### src/rtl/jy_irq_sequencer.sv
// IRQ sequencer for the J.Y. Company mapper family: $C000-$C006 register file,
// enable/disable FSM, selectable tick source and prescaler/counter pair.
module jy_irq_sequencer #(
    parameter bit A12_FILTER = 1'b0
) (
    input  logic       clk,
    input  logic       reset,
    input  logic       enable,
    input  logic       ce,
    input  logic       ppu_ce,
    input  logic       reg_we,
    input  logic [2:0] reg_addr,
    input  logic [7:0] reg_din,
    input  logic       prg_write,
    input  logic       chr_a12,
    input  logic       chr_read,
    output logic       irq,
    output logic [7:0] irq_count,
    output logic [7:0] irq_prescaler
);

    typedef enum logic [1:0] {StOff, StArmed, StFired} state_e;

    state_e     state_q, state_d;
    logic       irq_q, irq_d;
    logic [7:0] count_q, count_d;
    logic [7:0] presc_q, presc_d;
    logic [7:0] xor_q, xor_d;
    logic [7:0] mode_q, mode_d;
    logic       en_req_q, en_req_d;
    logic       dis_req_q, dis_req_d;
    logic       a12_old_q, a12_old_d;
    logic [1:0] low_run_q, low_run_d;

    logic dir_up, dir_dn, active, a12_rise, src_evt, tick;
    logic presc_wrap, cnt_wrap;

    always_comb begin
        dir_up = (mode_q[7:6] == 2'b01);
        dir_dn = (mode_q[7:6] == 2'b10);
        active = (state_q != StOff);

        // Filtered mode also demands a low run of at least 3 PPU samples.
        a12_rise = ppu_ce & chr_a12 & ~a12_old_q & (!A12_FILTER || (low_run_q == 2'd3));

        unique case (mode_q[1:0])
            2'b00: src_evt = ce;
            2'b01: src_evt = a12_rise;
            2'b10: src_evt = ppu_ce & chr_read;
            2'b11: src_evt = ce & prg_write;
        endcase

        tick = active & (dir_up | dir_dn) & src_evt;

        if (mode_q[2]) begin
            presc_wrap = (presc_q[2:0] == (dir_up ? 3'd7 : 3'd0));
        end else begin
            presc_wrap = (presc_q == (dir_up ? 8'hFF : 8'h00));
        end
        cnt_wrap = (count_q == (dir_up ? 8'hFF : 8'h00));

        state_d   = state_q;
        count_d   = count_q;
        presc_d   = presc_q;
        xor_d     = xor_q;
        mode_d    = mode_q;
        en_req_d  = 1'b0;
        dis_req_d = 1'b0;
        a12_old_d = a12_old_q;
        low_run_d = low_run_q;

        if (ppu_ce) begin
            a12_old_d = chr_a12;
            if (chr_a12) begin
                low_run_d = 2'd0;
            end else if (low_run_q != 2'd3) begin
                low_run_d = low_run_q + 2'd1;
            end
        end

        if (tick) begin
            presc_d = dir_up ? presc_q + 8'd1 : presc_q - 8'd1;
            if (presc_wrap) begin
                count_d = dir_up ? count_q + 8'd1 : count_q - 8'd1;
                if (cnt_wrap && state_q == StArmed) begin
                    state_d = StFired;
                end
            end
        end

        // Latched requests from the previous cycle; disable beats enable and any tick.
        if (dis_req_q) begin
            state_d = StOff;
            presc_d = 8'h00;
        end else if (en_req_q && state_q == StOff) begin
            state_d = StArmed;
        end

        if (reg_we) begin
            case (reg_addr)
                3'd0: begin
                    en_req_d  = reg_din[0];
                    dis_req_d = ~reg_din[0];
                end
                3'd1:    mode_d    = reg_din;
                3'd2:    dis_req_d = 1'b1;
                3'd3:    en_req_d  = 1'b1;
                3'd4:    presc_d   = reg_din ^ xor_q;
                3'd5:    count_d   = reg_din ^ xor_q;
                3'd6:    xor_d     = reg_din;
                default: ;
            endcase
        end

        if (!enable) begin
            state_d   = StOff;
            count_d   = 8'h00;
            presc_d   = 8'h00;
            xor_d     = 8'h00;
            mode_d    = 8'h00;
            en_req_d  = 1'b0;
            dis_req_d = 1'b0;
            a12_old_d = 1'b0;
            low_run_d = 2'd0;
        end

        irq_d = (state_d == StFired);
    end

    always_ff @(posedge clk or posedge reset) begin
        if (reset) begin
            state_q   <= StOff;
            irq_q     <= 1'b0;
            count_q   <= 8'h00;
            presc_q   <= 8'h00;
            xor_q     <= 8'h00;
            mode_q    <= 8'h00;
            en_req_q  <= 1'b0;
            dis_req_q <= 1'b0;
            a12_old_q <= 1'b0;
            low_run_q <= 2'd0;
        end else begin
            state_q   <= state_d;
            irq_q     <= irq_d;
            count_q   <= count_d;
            presc_q   <= presc_d;
            xor_q     <= xor_d;
            mode_q    <= mode_d;
            en_req_q  <= en_req_d;
            dis_req_q <= dis_req_d;
            a12_old_q <= a12_old_d;
            low_run_q <= low_run_d;
        end
    end

    assign irq           = irq_q;
    assign irq_count     = count_q;
    assign irq_prescaler = presc_q;

endmodule

### config.mk
export PLATFORM = sky130hd
export DESIGN_NAME = jy_irq_sequencer
export DESIGN_NICKNAME = d
export VERILOG_FILES = /design/src/rtl/jy_irq_sequencer.sv
export SDC_FILE = /design/constraint.sdc
export NUM_CORES = 1
export LEC_CHECK = 0
export ABC_AREA = 0
export CAP_MARGIN = 5
export CORE_MARGIN = 2
export CORE_UTILIZATION = 59
export DETAILED_ROUTE_END_ITERATION = 10
export GPL_TIMING_DRIVEN = 0
export PLACE_DENSITY_LB_ADDON = 0.15
export SLEW_MARGIN = 20
export SYNTH_ARGS = -nofsm -noshare
export SYNTH_HDL_FRONTEND = slang
export SYNTH_SLANG_ARGS = --single-unit
### constraint.sdc
create_clock -name clk -period 7.8 [get_ports clk]
set_input_delay 1.17 -clock clk [delete_from_list [all_inputs] [get_ports clk]]
set_output_delay 1.17 -clock clk [all_outputs]
set_load 0.02 [all_outputs]
==> impl_metrics.env, run 1 <==
export IMPL_peakVddDrop_v=0.0001022
export IMPL_holdBufCountCts=0
export IMPL_path_clk_slew_ns=0.07
export IMPL_syn_avg_cell_area_um2=9.225
export IMPL_globalRouteOverflowTotal=0
export IMPL_p_leak_nw=1.259
export IMPL_initial_core_util_pct=61.37
export IMPL_seq_area_frac_synth_pct=35.43
export IMPL_dieArea_um2=4725
export IMPL_startpoint_type="primary input"
export IMPL_rsz0062_at_grt="false"
export IMPL_cts_buffers=5
export IMPL_synth_area_leaders="dfrtp_1, ha_1, mux2i_1, nand2_1, xnor2_1"
export IMPL_yosys_area_share_simple_pct=21.31
export IMPL_tritoncts="yes"
export IMPL_status="finished, final reports clean"
export IMPL_synth_async_reset_ratio_pct=100.0
export IMPL_combPwrFrac_pct=19.0
export IMPL_post_cts_buffers=0
export IMPL_worst_r2r_setup_slack_ns=4.72
export IMPL_wl_um=5602
export IMPL_placed_cell_area_um2=2885
export IMPL_crit_start="ppu_ce"
export IMPL_cts_repair_resized=0
export IMPL_crit_fanout=9
export IMPL_muxShareOfSynthArea_pct=5.719
export IMPL_die_y_um=68.74
export IMPL_synth_edf_count=0
export IMPL_synth_top_cell_area_share_pct=35.43
export IMPL_tns_ns=0
export IMPL_syn_inst=268
export IMPL_max_freq_mhz=313.4
export IMPL_hold_path_class="reg -> reg"
export IMPL_worst_slew_pin_slew_ns=0.6935
export IMPL_rows=23
export IMPL_cp_required_ns=8.02
export IMPL_period_share_pct=40.91
export IMPL_r2r_start="mode_q[7]"
export IMPL_max_slew_margin_pct=52.57
export IMPL_gr_max_usage_layer="met2"
export IMPL_hpwl_um=4219
export IMPL_synth_nets=303
export IMPL_grt_max_degree=36
export IMPL_seqPwrFrac_pct=44.5
export IMPL_sw_frac_of_total_pct=25.80
export IMPL_layout_min_cycle_time_ns=3.191
export IMPL_cp_slowest_cell="clkdlybuf4s50_1"
export IMPL_max_stage_delay_ns=0.57
export IMPL_clock_latency_ns=0.29
export IMPL_synth_xor_area_share_pct=6.377
export IMPL_clock_skew_ns=0.003158
export IMPL_synthAdderAreaFrac_pct=8.198
export IMPL_grt_first_pass_wirelength_um=8852
export IMPL_drc=0
export IMPL_clkPwrFrac_pct=36.5
export IMPL_port_buffer_count=35
export IMPL_synth_top_family_by_area="simple AND/OR/NAND/NOR gates"
export IMPL_clkSinkCount=35
export IMPL_drive_gt1_share_pct=6.452
export IMPL_critPathKind="in -> reg"
export IMPL_clockBufferDepth=2
export IMPL_yosysWarningCount=0
export IMPL_grt_util_met2_pct=44.71
export IMPL_synth_common_cells="dfrtp_1, nand2_1, a21oi_1, ha_1, mux2i_1"
export IMPL_fin_nets=345
export IMPL_antenna_cells=0
export IMPL_arrival_ns=3.41
export IMPL_maxSlewViolCount=0
export IMPL_end_kind="flop"
export IMPL_gp_congestion=0.9114
export IMPL_grt_pass1_vias=1910
export IMPL_wl_per_cell_um=15.56
export IMPL_path_cells="clkdlybuf4s50_1, nand3b_4, a311oi_4, and4_2, buf_2, mux2_2, o21ai_1"
export IMPL_power_switching_mw=0.1100
export IMPL_final_cell_area_um2=2988
export IMPL_drt_iter0_markers=114
export IMPL_grt_total_usage_pct=25.60
export IMPL_first_pass_iters=4
export IMPL_setup_slack_ns=4.609
export IMPL_synth_largest_area_cell="dfrtp_1"
export IMPL_setup_viol=0
export IMPL_synth_most_common_cell="dfrtp_1"
export IMPL_powerDensity_nw_per_um2=142.7
export IMPL_fin_util_pct=74.16
export IMPL_viasPerCell=5.897
export IMPL_min_delay_start="mode_q[2]"
export IMPL_synth_compound_area_share_pct=19.79
export IMPL_p_int_mw=0.3164
export IMPL_die_x_um=68.74
export IMPL_area_delta_synth_final_pct=20.85
export IMPL_cts_root_buf="clkbuf_8"
export IMPL_post_place_ws_ns=4.348
export IMPL_core_um2=4029
export IMPL_drtAntennaViolNets=0
export IMPL_antenna_found_initial=0
export IMPL_synth_ff_type="dfrtp_1"
export IMPL_grt_use_met1_pct=32.02
export IMPL_hold_viol_final=0
export IMPL_vias=2123
export IMPL_ys_ff_latch=35
export IMPL_yosysUniqueCellTypes=55
export IMPL_ios=37
export IMPL_ctsHtreeMaxLevel=2
export IMPL_netlist_area_um2=2472
export IMPL_grt_use_met3_pct=4.545
export IMPL_cap_violations=0
==> cell type report <==
class                      count  area [um2]
clock buffer                   6       72.57
multi-input combinational    214        1518
clock inverter                 1       30.03
sequential                    35       875.8
inverter                      11       41.29
buffer                         8       37.54
fill                         312        1041
timing repair buffer          35       350.3
tap                           50       62.56
==> layout by cell type (no fill, tap or decap), drive strengths merged, types with 4 or more instances in the layout <==
cell type | netlist | final
a21oi | 20 | 20
and3 | 6 | 6
clkbuf | 5 | 11
dfrtp | 35 | 35
nor2 | 12 | 12
o31ai | 4 | 4
nor2b | 7 | 7
nor3 | 4 | 4
or3 | 5 | 5
nand2 | 33 | 33
ha | 13 | 13
a21o | 4 | 4
xnor2 | 12 | 12
a21boi | 11 | 11
xor2 | 6 | 6
nand3 | 10 | 10
clkdlybuf4s50 | 0 | 35
inv | 11 | 11
mux2i | 13 | 13
o21ai | 9 | 9
==> through the flow <==
stage | instances | hold slack [ns] | power, mW
3_3_place_gp | 353 | 0.5209 | 0.2715
5_1_grt | 360 | 0.5717 | 0.4481
3_5_place_dp | 353 | 0.5300 | 0.2733
4_1_cts | 360 | 0.5467 | 0.4297
2_1_floorplan | 268 | 0.4882 | 0.2443
6_report | 360 | 0.5434 | 0.4264
==> layer usage <==
| metal | routed length, um | share of wire (%) |
|---|---|---|
| met5 | 0 | 0 |
| met4 | 62 | 1.1 |
| met3 | 220 | 3.9 |
| met2 | 2798 | 50 |
| met1 | 2521 | 45 |
==> power groups by stage <==
stage | Clock, mW | Sequential [mW] | Combinational (mW)
6_report | 0.156 | 0.190 | 0.0809
3_5_place_dp | 0 | 0.193 | 0.0802
4_1_cts | 0.159 | 0.190 | 0.0810
5_1_grt | 0.169 | 0.190 | 0.0893
2_1_floorplan | 0 | 0.195 | 0.0493
3_3_place_gp | 0 | 0.193 | 0.0787
==> worst max-delay path, delay by kind of cell <==
kind / cells / cell delay, ns
AOI/OAI and AO/OA: 2 / 0.64
buffers and inverters: 2 / 0.81
muxes: 1 / 0.37
and+or+nand+nor: 2 / 0.41
==> flip-flops by register name, indices dropped and copies added, names as in the netlist <==
signal / flops
xor_q: 8
a12_old_q: 1
irq: 1
irq_prescaler: 8
dis_req_q: 1
en_req_q: 1
mode_q: 5
irq_count: 8
state_q: 2
==> final timing paths <==
path	endpoint	cells past startpoint
max	irq_count[1]	7
min	mode_q[2]	2
max reg2reg	irq_count[7]	9
min reg2reg	mode_q[2]	2
max in group asynchronous	irq_count[2]	2
min in group asynchronous	xor_q[0]	2
==> kinds of logic (layout without fill, tap and decap cells) <==
logic type,after synthesis,after routing
DFF,35,35
AOI/OAI and AO/OA,70,70
xor gates and xnor gates,18,18
buffers and inverters,19,61
muxes,14,14
adders and majority gates,15,15
and+or+nand+nor,97,97
No activity file was read; power rests on OpenSTA's default activity.
==> run 2, diff against run 1 <==
--- a/config.mk
+++ b/config.mk
@@ -8,7 +8,7 @@
 export ABC_AREA = 0
 export CAP_MARGIN = 5
 export CORE_MARGIN = 2
-export CORE_UTILIZATION = 59
+export CORE_UTILIZATION = 54
 export DETAILED_ROUTE_END_ITERATION = 10
 export GPL_TIMING_DRIVEN = 0
 export PLACE_DENSITY_LB_ADDON = 0.15
==> constraint.sdc (replaced) <==
create_clock -name clk -period 3.2 [get_ports clk]
set_input_delay 0.48 -clock clk [delete_from_list [all_inputs] [get_ports clk]]
set_output_delay 0.48 -clock clk [all_outputs]
set_load 0.02 [all_outputs]
==> impl_metrics.env, run 2 (synthesized netlist as in run 1, its figures left out) <==
export IMPL_antenna_cells=0
export IMPL_grt_first_pass_wirelength_um=10130
export IMPL_startpoint_type="flop"
export IMPL_drtAntennaViolNets=0
export IMPL_vias=2151
export IMPL_crit_start="mode_q[7]"
export IMPL_holdBufCountCts=0
export IMPL_drc=0
export IMPL_path_buf_inv=3
export IMPL_first_pass_iters=4
export IMPL_hold_viol_final=0
export IMPL_min_delay_start="enable"
export IMPL_arrival_ns=3.23
export IMPL_layout_min_cycle_time_ns=3.033
export IMPL_grt_total_usage_pct=25.18
export IMPL_tritoncts="yes"
export IMPL_p_leak_nw=1.267
export IMPL_viasPerCell=5.893
export IMPL_drt_iter0_markers=125
export IMPL_globalRouteOverflowTotal=0
export IMPL_cap_violations=0
export IMPL_path_clk_slew_ns=0.07
export IMPL_cts_root_buf="clkbuf_8"
export IMPL_instances_no_fill=365
export IMPL_wl_met2_um=2748
export IMPL_end_kind="flop"
export IMPL_period_share_pct=94.78
export IMPL_antenna_found_initial=0
export IMPL_fin_nets=347
export IMPL_core_um2=4384
export IMPL_hpwl_um=4468
export IMPL_regArea_um2=875.8
export IMPL_final_cell_mix="dfrtp_1, clkdlybuf4s50_1, nand2_1"
export IMPL_rows=24
export IMPL_gp_congestion=0.8788
export IMPL_hold_path_class="in -> reg"
export IMPL_cp_slowest_cell="or4_1"
export IMPL_port_buffer_count=35
export IMPL_wl_met1_um=2780
export IMPL_grt_pass1_vias=2058
export IMPL_crit_fanout=11
export IMPL_multi_input_area_um2=1519
export IMPL_cp_required_ns=3.40
export IMPL_drive_gt1_share_pct=7.668
export IMPL_peakVddDrop_v=0.0002993
export IMPL_path_cells="inv_1, ha_1, clkinvlp_4, buf_4, ha_1, and2_1, a41o_1, nand4_4, or4_1, a311oi_1"
export IMPL_wl_um=5864
export IMPL_maxSlewViolCount=0
export IMPL_max_freq_mhz=329.7
export IMPL_dr_wl_met3_um=216
export IMPL_worst_slew_pin_slew_ns=0.7389
export IMPL_cp_common_cell="ha_1"
export IMPL_wl_per_cell_um=16.07
export IMPL_setup_viol=0
export IMPL_die_x_um=71.67
export IMPL_crit_family="simple AND/OR/NAND/NOR gates"
export IMPL_max_stage_delay_ns=0.55
export IMPL_r2r_start="mode_q[7]"
export IMPL_dp_cells=355
export IMPL_ios=37
export IMPL_dieArea_um2=5136
export IMPL_critPathKind="reg -> reg"
export IMPL_area_delta_synth_final_pct=21.66
export IMPL_clockBufferDepth=2
export IMPL_ctsHtreeMaxLevel=2
export IMPL_die_y_um=71.67
export IMPL_fin_util_pct=68.61
export IMPL_top_layer="met4"
export IMPL_clock_skew_ns=0.008052
export IMPL_cts_buffers=5
export IMPL_grt_max_degree=36
export IMPL_powerDensity_nw_per_um2=339.5
export IMPL_max_slew_margin_pct=50.66
export IMPL_initial_core_util_pct=56.39
export IMPL_status="finished, final reports clean"
export IMPL_clock_latency_ns=0.29
export IMPL_nFillCells=357
export IMPL_clkSinkCount=35
## run 2: cell count changes in the layout (fill, tap and decap cells not counted)
cell and change:
a2111oi_0 -1, a2111oi_1 +1, buf_4 +2, bufinv_16 -1, clkbuf_8 +2, clkinvlp_4 +1
inv_1 -1
## run 2: power breakdown
part / switching (mW) / internal [mW]
sequential: 0.00968 / 0.453
combinational: 0.110 / 0.0913
clock: 0.161 / 0.197
## run 2: layout make-up
class	count	share of cell area, %
Clock buffer	8	3.328
Inverter	11	1.498
Tap cell	52	2.163
Timing Repair Buffer	37	12.15
Multi-Input combinational cell	214	50.50
Buffer	8	1.248
Sequential cell	35	29.12
## run 2: worst min-delay path: cells and delay by family
family                 cells  cell delay, ns
and+or+nand+nor            2            0.14
buffers and inverters      1            0.15
## run 2: metal layers
| layer | up-vias | track usage [%] |
|---|---|---|
| met1 | 1025 | 35.84 |
| met3 | 12 | 3.797 |
| met2 | 47 | 39.30 |
| met4 | 0 | 8.805 |
| li1 | 1067 | - |
| met5 | - | 0 |
## run 2: what timing repair did
| action | CTS | global route |
|---|---|---|
| endpoints found under the setup margin | 0 | 4 |
| resized for setup | 0 | 2 |
| endpoints found under the hold margin | 0 | 0 |
| buffers inserted | 0 | 2 |
## run 2: path summary, 6_finish.rpt
check | to | slack (ns) | cells after the start
max | irq_count[7] | 0.17 | 10
min | en_req_q | 0.52 | 3
max reg2reg | irq_count[7] | 0.17 | 10
min reg2reg | xor_q[5] | 0.55 | 2
max in group asynchronous | mode_q[1] | 2.10 | 2
min in group asynchronous | irq_prescaler[0] | 0.64 | 2
## run 2: per-stage QoR
stage          setup slack (ns)  hold WS [ns]    TNS, ns  instance area [um2]  power [mW]
2_1_floorplan            0.5716        0.4882          0                 2472      0.5955
3_3_place_gp             0.1608        0.5235          0                 2888      0.6649
3_5_place_dp             0.1253        0.5397          0                 2888      0.6685
4_1_cts                 0.09820        0.5224          0                 2988       1.022
5_1_grt               -0.004891        0.5257  -0.004891                 3008       1.069
6_report                 0.1670        0.5232          0                 3008       1.021
==> run 3, diff against run 2 <==
--- a/config.mk
+++ b/config.mk
@@ -7,7 +7,6 @@
 export LEC_CHECK = 0
 export ABC_AREA = 0
 export CAP_MARGIN = 5
-export CORE_MARGIN = 2
 export CORE_UTILIZATION = 54
 export DETAILED_ROUTE_END_ITERATION = 10
 export GPL_TIMING_DRIVEN = 0
==> impl_metrics.env, run 3 (synthesized netlist as in run 1, its figures left out) <==
export IMPL_path_clk_slew_ns=0.07
export IMPL_critPathKind="reg -> reg"
export IMPL_hpwl_um=4539
export IMPL_crit_fanout=16
export IMPL_cts_buffers=5
export IMPL_final_cell_mix="dfrtp_1, clkdlybuf4s50_1, nand2_1"
export IMPL_p_leak_nw=1.261
export IMPL_tns_ns=0
export IMPL_drive_gt1_share_pct=7.962
export IMPL_gr_max_usage_layer="met2"
export IMPL_max_freq_mhz=339.8
export IMPL_cts_root_buf="clkbuf_8"
export IMPL_grt_use_met1_pct=35.75
export IMPL_setup_viol=0
export IMPL_clkSinkCount=35
export IMPL_area_delta_synth_final_pct=21.26
export IMPL_wl_um=6005
export IMPL_startpoint_type="flop"
export IMPL_tritoncts="yes"
export IMPL_antenna_cells=0
export IMPL_port_buffer_count=35
export IMPL_grt_first_pass_wirelength_um=10190
export IMPL_rows=24
export IMPL_fin_util_pct=68.38
export IMPL_powerDensity_nw_per_um2=325.3
export IMPL_peakVddDrop_v=0.0003010
export IMPL_grt_total_usage_pct=26.50
export IMPL_gp_congestion=0.8658
export IMPL_initial_core_util_pct=56.39
export IMPL_rsz0062_at_grt="false"
export IMPL_clock_skew_ns=0.006572
export IMPL_vias=2173
export IMPL_viasPerCell=5.937
export IMPL_grt_pass1_vias=2133
export IMPL_max_slew_margin_pct=45.38
export IMPL_grt_max_degree=36
export IMPL_clock_latency_ns=0.29
export IMPL_first_pass_iters=4
export IMPL_dieArea_um2=4853
export IMPL_drc=0
export IMPL_drt_iter0_markers=127
export IMPL_p_total_mw=0.9752
export IMPL_die_x_um=69.67
export IMPL_cap_violations=0
export IMPL_grt_util_met2_pct=43.69
export IMPL_core_um2=4384
export IMPL_cp_required_ns=3.39
export IMPL_globalRouteOverflowTotal=0
export IMPL_worst_slew_pin_slew_ns=0.7986
export IMPL_grt_use_met3_pct=3.779
export IMPL_antenna_found_initial=0
export IMPL_hold_viol_final=0
export IMPL_ios=37
export IMPL_arrival_ns=3.13
export IMPL_status="finished, final reports clean"
export IMPL_hold_path_class="in -> reg"
export IMPL_holdBufCountCts=0
export IMPL_layout_min_cycle_time_ns=2.943
export IMPL_clockBufferDepth=2
export IMPL_fin_nets=348
export IMPL_wl_per_cell_um=16.41
export IMPL_end_kind="flop"
export IMPL_die_y_um=69.67
export IMPL_maxSlewViolCount=0
export IMPL_period_share_pct=91.98
export IMPL_ctsHtreeMaxLevel=2
export IMPL_drtAntennaViolNets=0
## run 3: critical path: stages (launching register included)
cell and delay [ns]:
dfrtp_1 0.38, inv_1 0.06, ha_2 0.31, clkinvlp_4 0.11
buf_4 0.20, ha_1 0.36, and2_1 0.18, a41o_1 0.25
nand4_4 0.14, or4_1 0.55, a311oi_1 0.30
## run 3: cell type report
type	instances	area (um2)
well taps	52	65.06
multi-input cells	214	1520
clock buffers	7	76.32
flip-flops and latches	35	875.8
repair buffers	38	372.9
inverters	11	45.04
fillers	380	1386
plain buffers	8	37.54
clock inverters	1	5.005
## run 3: per-layer routing
| layer | wire length, um | vias up |
|---|---|---|
| met5 | 0 | - |
| met4 | 121 | 0 |
| met3 | 154 | 11 |
| met2 | 2935 | 48 |
| met1 | 2794 | 1045 |
| li1 | - | 1069 |
## run 3: worst paths after layout
| path | from | endpoint | slack (ns) | depth (start not counted) |
|---|---|---|---|---|
| max | mode_q[7] | irq_count[7] | 0.26 | 10 |
| min | enable | en_req_q | 0.53 | 3 |
| max reg2reg | mode_q[7] | irq_count[7] | 0.26 | 10 |
| min reg2reg | xor_q[5] | xor_q[5] | 0.55 | 2 |
| max in group asynchronous | reset | irq_prescaler[4] | 2.09 | 2 |
| min in group asynchronous | reset | state_q[1] | 0.63 | 2 |
## run 3: metrics by stage
stage	cell area [um2]	hold WS [ns]	setup WS (ns)	cells
2_1_floorplan	2472	0.4882	0.5716	268
3_3_place_gp	2888	0.5238	0.1804	355
3_5_place_dp	2888	0.5449	0.09023	355
4_1_cts	2969	0.5130	0.07092	363
5_1_grt	2998	0.5188	0.1168	366
6_report	2998	0.5261	0.2568	366
## run 3: where the power goes
part	total, mW	internal (mW)	leakage [nW]	switching (mW)
logic	0.203	0.0918	0.735	0.112
clock network	0.309	0.153	0.0422	0.156
registers	0.463	0.453	0.484	0.0102
total	0.975	0.697	1.26	0.278
## run 3: repair_timing
item / CTS / global route
resized for setup: 0 / 2
setup endpoints to repair: 0 / 3
buffers inserted: 0 / 3
